==> config.mk <==
export PLATFORM = sky130hd
export DESIGN_NAME = pipelined_addsub
export DESIGN_NICKNAME = d
export VERILOG_FILES = /design/src/rtl/pipelined_addsub.sv
export SDC_FILE = /design/constraint.sdc
export NUM_CORES = 1
export LEC_CHECK = 0
export ABC_AREA = 1
export BUFFER_PORTS_ARGS = -buffer_cell sky130_fd_sc_hd__buf_2
export CORE_MARGIN = 1.5
export CORE_UTILIZATION = 50
export DETAILED_ROUTE_END_ITERATION = 6
export PLACE_DENSITY_LB_ADDON = 0.2
export RECOVER_POWER = 25
export SYNTH_ARGS = -nofsm -noshare
export SYNTH_HDL_FRONTEND = slang
export SYNTH_SLANG_ARGS = --single-unit
export TNS_END_PERCENT = 20
==> constraint.sdc <==
create_clock -name clk -period 2.52 [get_ports clk]
set_clock_uncertainty 0.05 [all_clocks]
set_input_delay 0.378 -clock clk [delete_from_list [all_inputs] [get_ports clk]]
set_output_delay 0.378 -clock clk [all_outputs]
set_load 0.02 [all_outputs]
==> src/rtl/pipelined_addsub.sv <==
// Pipelined WIDTH-bit adder/subtractor. The carry chain is cut into CHUNK-bit
// segments with one register stage each. A global advance signal moves the
// whole pipe or freezes it, so a stalled consumer back-pressures the producer
// without dropping or duplicating beats.

// One CHUNK-bit ripple segment; also exposes the carry into its top bit so the
// last segment can form signed overflow.
module pipelined_addsub_chunk #(
  parameter int CHUNK = 4
) (
  input  logic [CHUNK-1:0] a,
  input  logic [CHUNK-1:0] b,
  input  logic             ci,
  output logic [CHUNK-1:0] s,
  output logic             co,
  output logic             cm
);
  logic [CHUNK:0] c;

  // Full-adder ripple across the segment
  always_comb begin
    c    = '0;
    c[0] = ci;
    for (int i = 0; i < CHUNK; i++)
      c[i+1] = (a[i] & b[i]) | (c[i] & (a[i] ^ b[i]));
  end

  assign s  = a ^ b ^ c[CHUNK-1:0];
  assign co = c[CHUNK];
  assign cm = c[CHUNK-1];
endmodule

module pipelined_addsub #(
  parameter int WIDTH = 8,
  parameter int CHUNK = 4
) (
  input  logic             clk,
  input  logic             rst,
  input  logic             in_valid,
  output logic             in_ready,
  input  logic [WIDTH-1:0] x,
  input  logic [WIDTH-1:0] y,
  input  logic             cin,
  input  logic             sub,
  output logic             out_valid,
  input  logic             out_ready,
  output logic [WIDTH-1:0] sum,
  output logic             cout,
  output logic             ovf
);
  localparam int STAGES = (CHUNK > 0) ? WIDTH / CHUNK : 1;

  if (WIDTH < 1 || CHUNK < 1 || (WIDTH % CHUNK) != 0) begin : g_bad_cfg
    $error("pipelined_addsub: WIDTH must be >= 1 and a multiple of CHUNK");
  end

  // Beat state carried between stages: operands (y already inverted for sub),
  // sum slices resolved so far, carry out of the last resolved slice, and the
  // carry into that slice's top bit.
  typedef struct packed {
    logic [WIDTH-1:0] x;
    logic [WIDTH-1:0] y;
    logic [WIDTH-1:0] s;
    logic             c;
    logic             m;
  } stg_t;

  logic [STAGES:0] vld_pipe;
  logic            adv;

  assign vld_pipe[0] = in_valid;
  assign out_valid   = vld_pipe[STAGES];
  assign adv         = !out_valid || out_ready;
  assign in_ready    = adv;

  for (genvar k = 0; k < STAGES; k++) begin : g_stg
    stg_t             din, nxt, q;
    logic             v;
    logic [CHUNK-1:0] cs;
    logic             cco, ccm;

    if (k == 0) begin : g_first
      assign din.x = x;
      assign din.y = sub ? ~y : y;
      assign din.s = '0;
      assign din.c = sub | cin;
      assign din.m = 1'b0;
    end else begin : g_next
      assign din = g_stg[k-1].q;
    end

    pipelined_addsub_chunk #(.CHUNK(CHUNK)) u_chunk (
      .a  (din.x[k*CHUNK +: CHUNK]),
      .b  (din.y[k*CHUNK +: CHUNK]),
      .ci (din.c),
      .s  (cs),
      .co (cco),
      .cm (ccm)
    );

    // Merge this segment's slice and carries into the travelling beat
    always_comb begin
      nxt                   = din;
      nxt.s[k*CHUNK +: CHUNK] = cs;
      nxt.c                 = cco;
      nxt.m                 = ccm;
    end

    // Stage register: valid shifts on every advance, data only loads with a
    // real beat so an idle pipe keeps its last (or reset) value
    always_ff @(posedge clk or posedge rst) begin
      if (rst) begin
        v <= 1'b0;
        q <= '0;
      end else if (adv) begin
        v <= vld_pipe[k];
        if (vld_pipe[k]) q <= nxt;
      end
    end

    assign vld_pipe[k+1] = v;
  end

  assign sum  = g_stg[STAGES-1].q.s;
  assign cout = g_stg[STAGES-1].q.c;
  assign ovf  = g_stg[STAGES-1].q.c ^ g_stg[STAGES-1].q.m;

  // Operand copies in the final stage have no consumer
  logic unused_last_ops;
  assign unused_last_ops = ^{g_stg[STAGES-1].q.x, g_stg[STAGES-1].q.y};
endmodule
==> Word level (Yosys, flattened, before mapping) <==
Cells that the tools add are included.
{ "word_totals": {"word_cells": 53, "regBits": 33, "output_inout_bits": 12} }
{ "op_classes": {"bitwise_logic": 39, "n_reduce_logical": 4, "mux": 1} }
{ "ops": {"columns": ["op", "count"], "rows": [
  ["$and 1x1->1", 16],
  ["$xor 4x4->4", 4],
  ["$or 1x1->1", 9],
  ["$xor 1x1->1", 9],
  ["$mux 8", 1],
  ["$not 8->8", 1],
  ["$reduce_and 2->1", 2],
  ["$logic_not 1->1", 1],
  ["$logic_or 1x1->1", 1]
]} }

==> Depth between registers and ports, before layout <==
Gate-level depths: netlist (run 1).
{ "logic_depth": {"ltp_word": 11, "mapped_depth": 11, "depth_no_buf": 10} }

==> By module <==
Synthesis (run 1) repeated with hierarchy kept, for this count alone.
{ "unflattened": {"hier_cells": 165, "hier_area_um2": 1416.4} }
{ "by_module_without_submodules": {"columns": ["mod", "area_per_inst_um2", "cells_per_inst", "seq_area_each_um2", "instances"], "rows": [
  ["pipelined_addsub", 1196.1, 141, 625.6, 1],
  ["pipelined_addsub_chunk", 110.1, 12, 0.0, 2]
]} }

==> Worst setup path before layout (run 1) <==
Ideal clock, no wire load.
{ "synth_timing": {"path_type": "input port to flip-flop", "startpoint": "input sub", "endpoint": "register g_stg[0].q[5] in the netlist's numbering", "stages": 11, "arrival_ps": 2260, "required_time_ps": 2354, "path_slack_ps": 94, "setup_ps": 116, "cell_sequence": "buf_2 -> xnor2_1 -> fa_1 -> inv_1 -> fa_1 -> inv_1 -> fa_1 -> inv_1 -> fa_1 -> nand3_1 -> nand2_1"} }
{ "synth_between": {"elab_chain_cells": 9, "elab_cells_between_ends": 16} }
{ "synth_lines": {"columns": ["element", "line_no", "source"], "rows": [
  ["start, declared", "44", "input logic sub,"],
  ["$mux 8", "84", "assign din.y = sub ? ~y : y;"],
  ["$xor 1x1->1", "25", "c[i+1] = (a[i] & b[i]) | (c[i] & (a[i] ^ b[i]));"],
  ["$and 1x1->1", "25", null],
  ["$or 1x1->1", "25", null],
  ["$and 1x1->1", "25", null],
  ["$or 1x1->1", "25", null],
  ["$and 1x1->1", "25", null],
  ["$or 1x1->1", "25", null],
  ["$xor 4x4->4 (*)", "28", "assign s = a ^ b ^ c[CHUNK-1:0];"],
  ["via g_stg[0].cs[3]", "79", "logic [CHUNK-1:0] cs;"],
  ["end signal, assigned", "117", "if (vld_pipe[k]) q <= nxt;"],
  ["end, declared", "77", "stg_t din, nxt, q;"]
]} }
The timed path passes the listed nets; every way through them passes the cells marked *.
A chain may end at the register's enable or synchronous reset.

==> Final worst setup path (run 1) <==
{ "layout_timing": {"startpoint": "register g_stg[0].q[22] in the netlist's numbering", "endpoint": "register g_stg[1].q (netlist bit sum[7])"} }
{ "layout_between": {"elab_chain_cells": 8, "elab_cells_between_ends": 9} }
{ "layout_lines": {"columns": ["element", "line_no", "source"], "rows": [
  ["$xor 1x1->1", "25", null],
  ["$and 1x1->1", "25", null],
  ["$or 1x1->1 (*)", "25", null],
  ["$and 1x1->1 (*)", "25", null],
  ["$or 1x1->1 (*)", "25", null],
  ["$and 1x1->1 (*)", "25", null],
  ["$or 1x1->1 (*)", "25", null],
  ["via g_stg[1].ccm", "80", "logic cco, ccm;"],
  ["$xor 4x4->4 (*)", "28", null],
  ["via g_stg[1].cs[3]", "79", null],
  ["end signal, assigned", "117", null],
  ["end, declared", "77", null]
]} }
Marked as above.

==> results_dict.tcl, run 1 <==
set metrics [dict create \
    status "completed" \
    crit_fanout 2 \
    vdd_ir_drop_max_v 0.000493 \
    filler_cell_count 277 \
    start_util_pct 51.9 \
    ys_warn_count 0 \
    slew_headroom_pct 39.5 \
    synthesis.nets 190 \
    cts_root_buf "clkbuf_4" \
    place.gp.congestion 0.796 \
    power_frac_seq_pct 48.8 \
    wirelength_mm 2.21 \
    drtIter0Drc 20 \
    switching_share_pct 38.5 \
    hp-class "input pin to async pin" \
    syn_area_um2 1410 \
    boundaryPins 34 \
    cts_buffers 3 \
    post_cts_resized 0 \
    numClockSinks 25 \
    setup_viol 0 \
    synth_top_cell_by_area "dfrtp_1" \
    r2r-start "g_stg[0].q[22]$_DFFE_PP0P_" \
    wl_per_cell_um 10.3 \
    grt.overflow.total 0 \
    clk_pin_slew_ns 0.14 \
    finalCritPeriodShare_pct 85.4 \
    clkPwrFrac_pct 15.5 \
    worst-setup-path-type "flop to flop" \
    regToRegSetupSlack_ns 0.37 \
    ctsHoldBuffers 0 \
    grt_pass1_wl_mm 3.98 \
    rows 19 \
    synth_xor_area_share_pct 3.11 \
    grt_max_degree 26 \
    synth_area_leaders "dfrtp_1 (44%), nand2_1 (17%), fa_1 (11%)" \
    finalSetupTns_ns 0 \
    cp.required_ns 2.71 \
    drt.antenna.violating_nets 0 \
    synth.area.mux_share_pct 0 \
    power.density_nw_per_um2 776 \
    layout-drive-gt1-share_pct 23.4 \
    die_area_um2 3140 \
    ys_seq_elements 25 \
    synth-simple-area-share_pct 26.2 \
    wl_met1_mm 1.00 \
    rsz0062_at_grt "no" \
    die_w_um 56.0 \
    nets 215 \
    cp-end-kind "flop" \
    yosys.area_share.adder_pct 11.4 \
    io_buffers 33 \
    p_leak_nw 0.895 \
    cts_max_level 1 \
    vias 1016 \
    wl_met2_mm 1.05 \
    grt_antenna_before_repair 0 \
    dp_hpwl_mm 1.72 \
    grtUsageTotal_pct 15.8 \
    synthCells 160 \
    met3_length_um 105 \
    clk_latency_ns 0.33 \
    hold_slack_ns 0.170 \
    synth-compound-area-share_pct 1.78 \
    synth_top_family_by_area "simple AND/OR/NAND/NOR gates" \
    slew_viol_final 0 \
    dr.pass1.iters 4 \
    drcViolationCount 0 \
    timing.fmax_ghz 0.465 \
    p_sw_mw 0.460 \
    antennaDiodeCount 0 \
    fin_area_um2 1540 \
    syn_to_final_growth_pct 9.52 \
    multi_input_area_um2 598 \
    crit_start "g_stg[0].q[22]$_DFFE_PP0P_" \
    top_layer "met4" \
    cts_buffer_depth 2 \
    crit_path_start_kind "flop" \
    regArea_um2 626 \
    crit_arrival_ns 2.34 \
    cts_tree "yes" \
    routed_via_density 4.73 \
    die_h_um 56.0 \
    synth_cell_types 16 \
    finalHoldViolations 0 \
    reg2reg_to "sum[7]$_DFFE_PP0P_" \
    syn_avg_cell_area_um2 8.79 \
    p_int_mw 0.734 \
    crit_path_end "sum[7]$_DFFE_PP0P_" \
    seq_area_frac_synth_pct 44.5 \
    worst_slew_pin_slew_ns 0.907 \
    min_period_ns 2.15 \
    grt_pass1_vias 990 \
    cap_violations 0 \
    power_frac_comb_pct 35.7 \
    core_area_um2 2710 \
    cts_setup_buffers 0 \
    postPlaceCellArea_um2 1510 \
    reg2reg_depth 8 \
    synth_top_area_share_pct 44.5 \
]
==> metrics by stage <==
step	total power [mW]	setup WS [ns]	utilization, %	std cells
final	1.19	0.367	56.8	215
after global routing	1.28	0.246	56.8	215
after CTS	1.21	0.344	56.8	215
after detailed placement	1.03	0.0492	55.7	211
after global placement	1.01	0.0929	55.7	211
after floorplan	0.974	0.0936	-	160
==> flip-flops by register name, summed over array words and instances (netlist names) <==
signal	flops
g_stg.q	14
sum	8
cout	1
g_stg.v	1
out_valid	1
==> cell usage in the layout (no fill, tap or decap), drive strengths merged <==
| cell type | instances |
|---|---|
| buf | 34 |
| nand3b | 4 |
| dfrtp | 25 |
| nor2 | 1 |
| clkbuf | 3 |
| fa | 8 |
| xor2 | 3 |
| a21oi | 1 |
| nand2 | 66 |
| clkinvlp | 1 |
| inv | 20 |
| o21ai | 1 |
| xnor2 | 2 |
| nand3 | 15 |
==> kinds of logic (layout without fill, tap and decap cells) <==
group | Yosys count | after routing
and+or+nand+nor | 86 | 86
buffers and inverters | 34 | 58
DFF | 25 | 25
adders and majority gates | 8 | 8
xor gates and xnor gates | 5 | 5
AOI/OAI and AO/OA | 2 | 2
==> worst min-delay path by stage <==
stage | slack, ns | endpoint | start
after floorplan | 0.36 | cout$_DFFE_PP0P_ | rst
after global placement | 0.40 | sum[6]$_DFFE_PP0P_ | sum[6]$_DFFE_PP0P_
after detailed placement | 0.40 | sum[7]$_DFFE_PP0P_ | sum[7]$_DFFE_PP0P_
after CTS | 0.19 | sum[2]$_DFFE_PP0P_ | rst
after global routing | 0.23 | g_stg[0].q[24]$_DFFE_PP0P_ | x[6]
final | 0.17 | g_stg[0].q[4]$_DFFE_PP0P_ | rst
==> layout make-up <==
cell class,instances,area share [%]
Sequential cell,25,40.6
Multi-Input combinational cell,101,38.8
Timing Repair Buffer,34,11.2
Inverter,20,4.87
Tap cell,31,2.52
Clock buffer,3,1.46
Clock inverter,1,0.487
==> power by group through the flow <==
stage          Combinational [mW]  Clock (mW)  Sequential, mW
3_5_place_dp                0.435           0           0.593
3_3_place_gp                0.428           0           0.586
6_report                    0.427       0.185           0.583
4_1_cts                     0.436       0.194           0.585
5_1_grt                     0.484       0.201           0.599
2_1_floorplan               0.391           0           0.583
==> routing by layer <==
metal / vias to the layer above / GRT usage (%)
met5: - / 0
met4: 0 / 7.14
met3: 5 / 1.86
met2: 34 / 28.1
met1: 458 / 18.9
li1: 519 / -
==> critical path: stages (launching register included) <==
cell     delay [ns]
dfrtp_1        0.40
fa_1           0.18
inv_1          0.05
fa_1           0.38
fa_1           0.36
inv_1          0.09
fa_1           0.41
nand3_1        0.09
nand2_1        0.06
==> cells in the mapped netlist <==
cell      instances
a21oi_4           1
buf_2             2
buf_4            10
buf_6             2
dfrtp_1          25
fa_1              8
inv_1            20
nand2_1          63
nand2_2           2
nand2_4           1
nand3_1          15
nand3b_1          4
nor2_1            1
o21ai_2           1
xnor2_1           2
xor2_1            3
No activity file was read; power rests on OpenSTA's default activity.
==> inputs of run 2 (changes only) <==
--- a/config.mk
+++ b/config.mk
@@ -7,9 +7,12 @@
 export LEC_CHECK = 0
 export ABC_AREA = 1
 export BUFFER_PORTS_ARGS = -buffer_cell sky130_fd_sc_hd__buf_2
+export CELL_PAD_IN_SITES_DETAIL_PLACEMENT = 0
+export CELL_PAD_IN_SITES_GLOBAL_PLACEMENT = 2
 export CORE_MARGIN = 1.5
-export CORE_UTILIZATION = 50
+export CORE_UTILIZATION = 31
 export DETAILED_ROUTE_END_ITERATION = 6
+export GPL_TIMING_DRIVEN = 0
 export PLACE_DENSITY_LB_ADDON = 0.2
 export RECOVER_POWER = 25
 export SYNTH_ARGS = -nofsm -noshare
==> run 2 against run 1 <==
Sequential share of layout area down 3.0 points; worst hold slack better by 0.085 ns; worst setup slack worse by 0.087 ns; register-to-register slack about the same; fmax down 3.9%; power up 12%; utilization down 19 points; die area up 58%; critical path type is now input pin to flop.
==> results_dict.tcl, run 2 (same netlist as run 1, synthesis figures left out) <==
set metrics [dict create \
    p_leak_nw 0.958 \
    hp-class "input pin to async pin" \
    cts_max_level 1 \
    cp.required_ns 2.64 \
    crit_arrival_ns 2.36 \
    cts_root_buf "clkbuf_8" \
    start_util_pct 32.3 \
    drcViolationCount 0 \
    final_common_cell "nand2_1" \
    r2r-start "g_stg[0].q[14]$_DFFE_PP0P_" \
    crit_fanout 10 \
    grt_max_degree 26 \
    syn_to_final_growth_pct 18.2 \
    filler_cell_count 473 \
    die_area_um2 4950 \
    wl_per_cell_um 10.5 \
    fin_area_um2 1660 \
    grt_pass1_vias 1014 \
    nets 227 \
    final_cell_mix "nand2_1 (65), buf_2 (34), dfrtp_1 (25)" \
    timing.fmax_ghz 0.446 \
    dr.pass1.iters 4 \
    largest_reg_flops 14 \
    die_w_um 70.4 \
    reg2reg_to "sum[7]$_DFFE_PP0P_" \
    cp-end-kind "flop" \
    rsz0062_at_grt "no" \
    antennaDiodeCount 0 \
    clk_pin_slew_ns 0.09 \
    cts_buffer_depth 2 \
    io_buffers 32 \
    grtUsageTotal_pct 11.6 \
    slew_headroom_pct 37.2 \
    vdd_ir_drop_max_v 0.000284 \
    fin_cells 248 \
    dp_hpwl_mm 2.04 \
    reg2reg_depth 8 \
    cts_tree "yes" \
    regToRegSetupSlack_ns 0.36 \
    setup_viol 0 \
    drt.antenna.violating_nets 0 \
    clk_latency_ns 0.27 \
    ctsHoldBuffers 0 \
    routed_via_density 4.26 \
    core_area_um2 4350 \
    worst_slew_pin_slew_ns 0.942 \
    layout-drive-gt1-share_pct 26.0 \
    grt_antenna_before_repair 0 \
    drtIter0Drc 30 \
    numClockSinks 25 \
    power.density_nw_per_um2 804 \
    worst-setup-path-type "input pin to flop" \
    wirelength_mm 2.60 \
    grt_pass1_wl_mm 4.56 \
    dp_cells 244 \
    cap_violations 0 \
    post_cts_resized 0 \
    cts_setup_buffers 0 \
    cts_buffers 3 \
    finalCritPeriodShare_pct 88.9 \
    largest-register "g_stg.q" \
    crit_path_start_kind "input pin" \
    crit_start "sub" \
    place_ws_ns -0.0353 \
    min_period_ns 2.24 \
    place.gp.congestion 0.691 \
    slew_viol_final 0 \
    grt.overflow.total 0 \
    finalSetupTns_ns 0 \
    postPlaceCellArea_um2 1630 \
    finalHoldViolations 0 \
    status "completed" \
    die_h_um 70.4 \
    rows 24 \
    power_mw 1.34 \
    boundaryPins 34 \
    vias 1056 \
    worst_slack_ns 0.280 \
]
==> run 2: worst max-delay path: stages <==
cell,delay [ns]
buf_2,0.17
xnor2_1,0.16
fa_1,0.39
inv_1,0.08
fa_1,0.16
inv_1,0.05
fa_1,0.35
inv_1,0.07
fa_1,0.41
nand3_1,0.09
nand2_1,0.05
==> run 2: final cells by class <==
| cell class | count | area [µm²] | area share [%] |
|---|---|---|---|
| flip-flops and latches | 25 | 626 | 37.6 |
| plain buffers | 14 | 104 | 6.25 |
| clock buffers | 4 | 45.0 | 2.71 |
| well taps | 52 | 65.1 | 3.91 |
| multi-input cells | 101 | 588 | 35.4 |
| inverters | 20 | 75.1 | 4.51 |
| repair buffers | 32 | 160 | 9.63 |
==> run 2: per-stage QoR <==
step | util, % | hold WS (ns)
3_5_place_dp | 37.5 | 0.412
5_1_grt | 38.2 | 0.300
2_1_floorplan | - | 0.355
4_1_cts | 38.5 | 0.283
3_3_place_gp | 37.5 | 0.406
6_report | 38.2 | 0.255
==> run 2: worst max path at each step <==
stage,endpoint,cells after the start
2_1_floorplan,g_stg[0].q[5]$_DFFE_PP0P_,11
3_3_place_gp,g_stg[0].q[5]$_DFFE_PP0P_,11
3_5_place_dp,g_stg[0].q[5]$_DFFE_PP0P_,11
4_1_cts,g_stg[0].q[5]$_DFFE_PP0P_,11
5_1_grt,g_stg[0].q[5]$_DFFE_PP0P_,11
6_report,g_stg[0].q[5]$_DFFE_PP0P_,11
==> run 2: metal layers <==
| metal | wire length [µm] | vias up | global-route usage, % |
|---|---|---|---|
| met4 | 46 | 0 | 5.77 |
| met3 | 107 | 4 | 1.44 |
| met1 | 1220 | 478 | 15.0 |
| met2 | 1230 | 29 | 18.9 |
| li1 | - | 545 | - |
| met5 | 0 | - | 0 |
==> run 2: report_power, final <==
part	switching (mW)	internal (mW)
Clock	0.125	0.113
Combinational	0.283	0.234
Sequential	0.0700	0.512
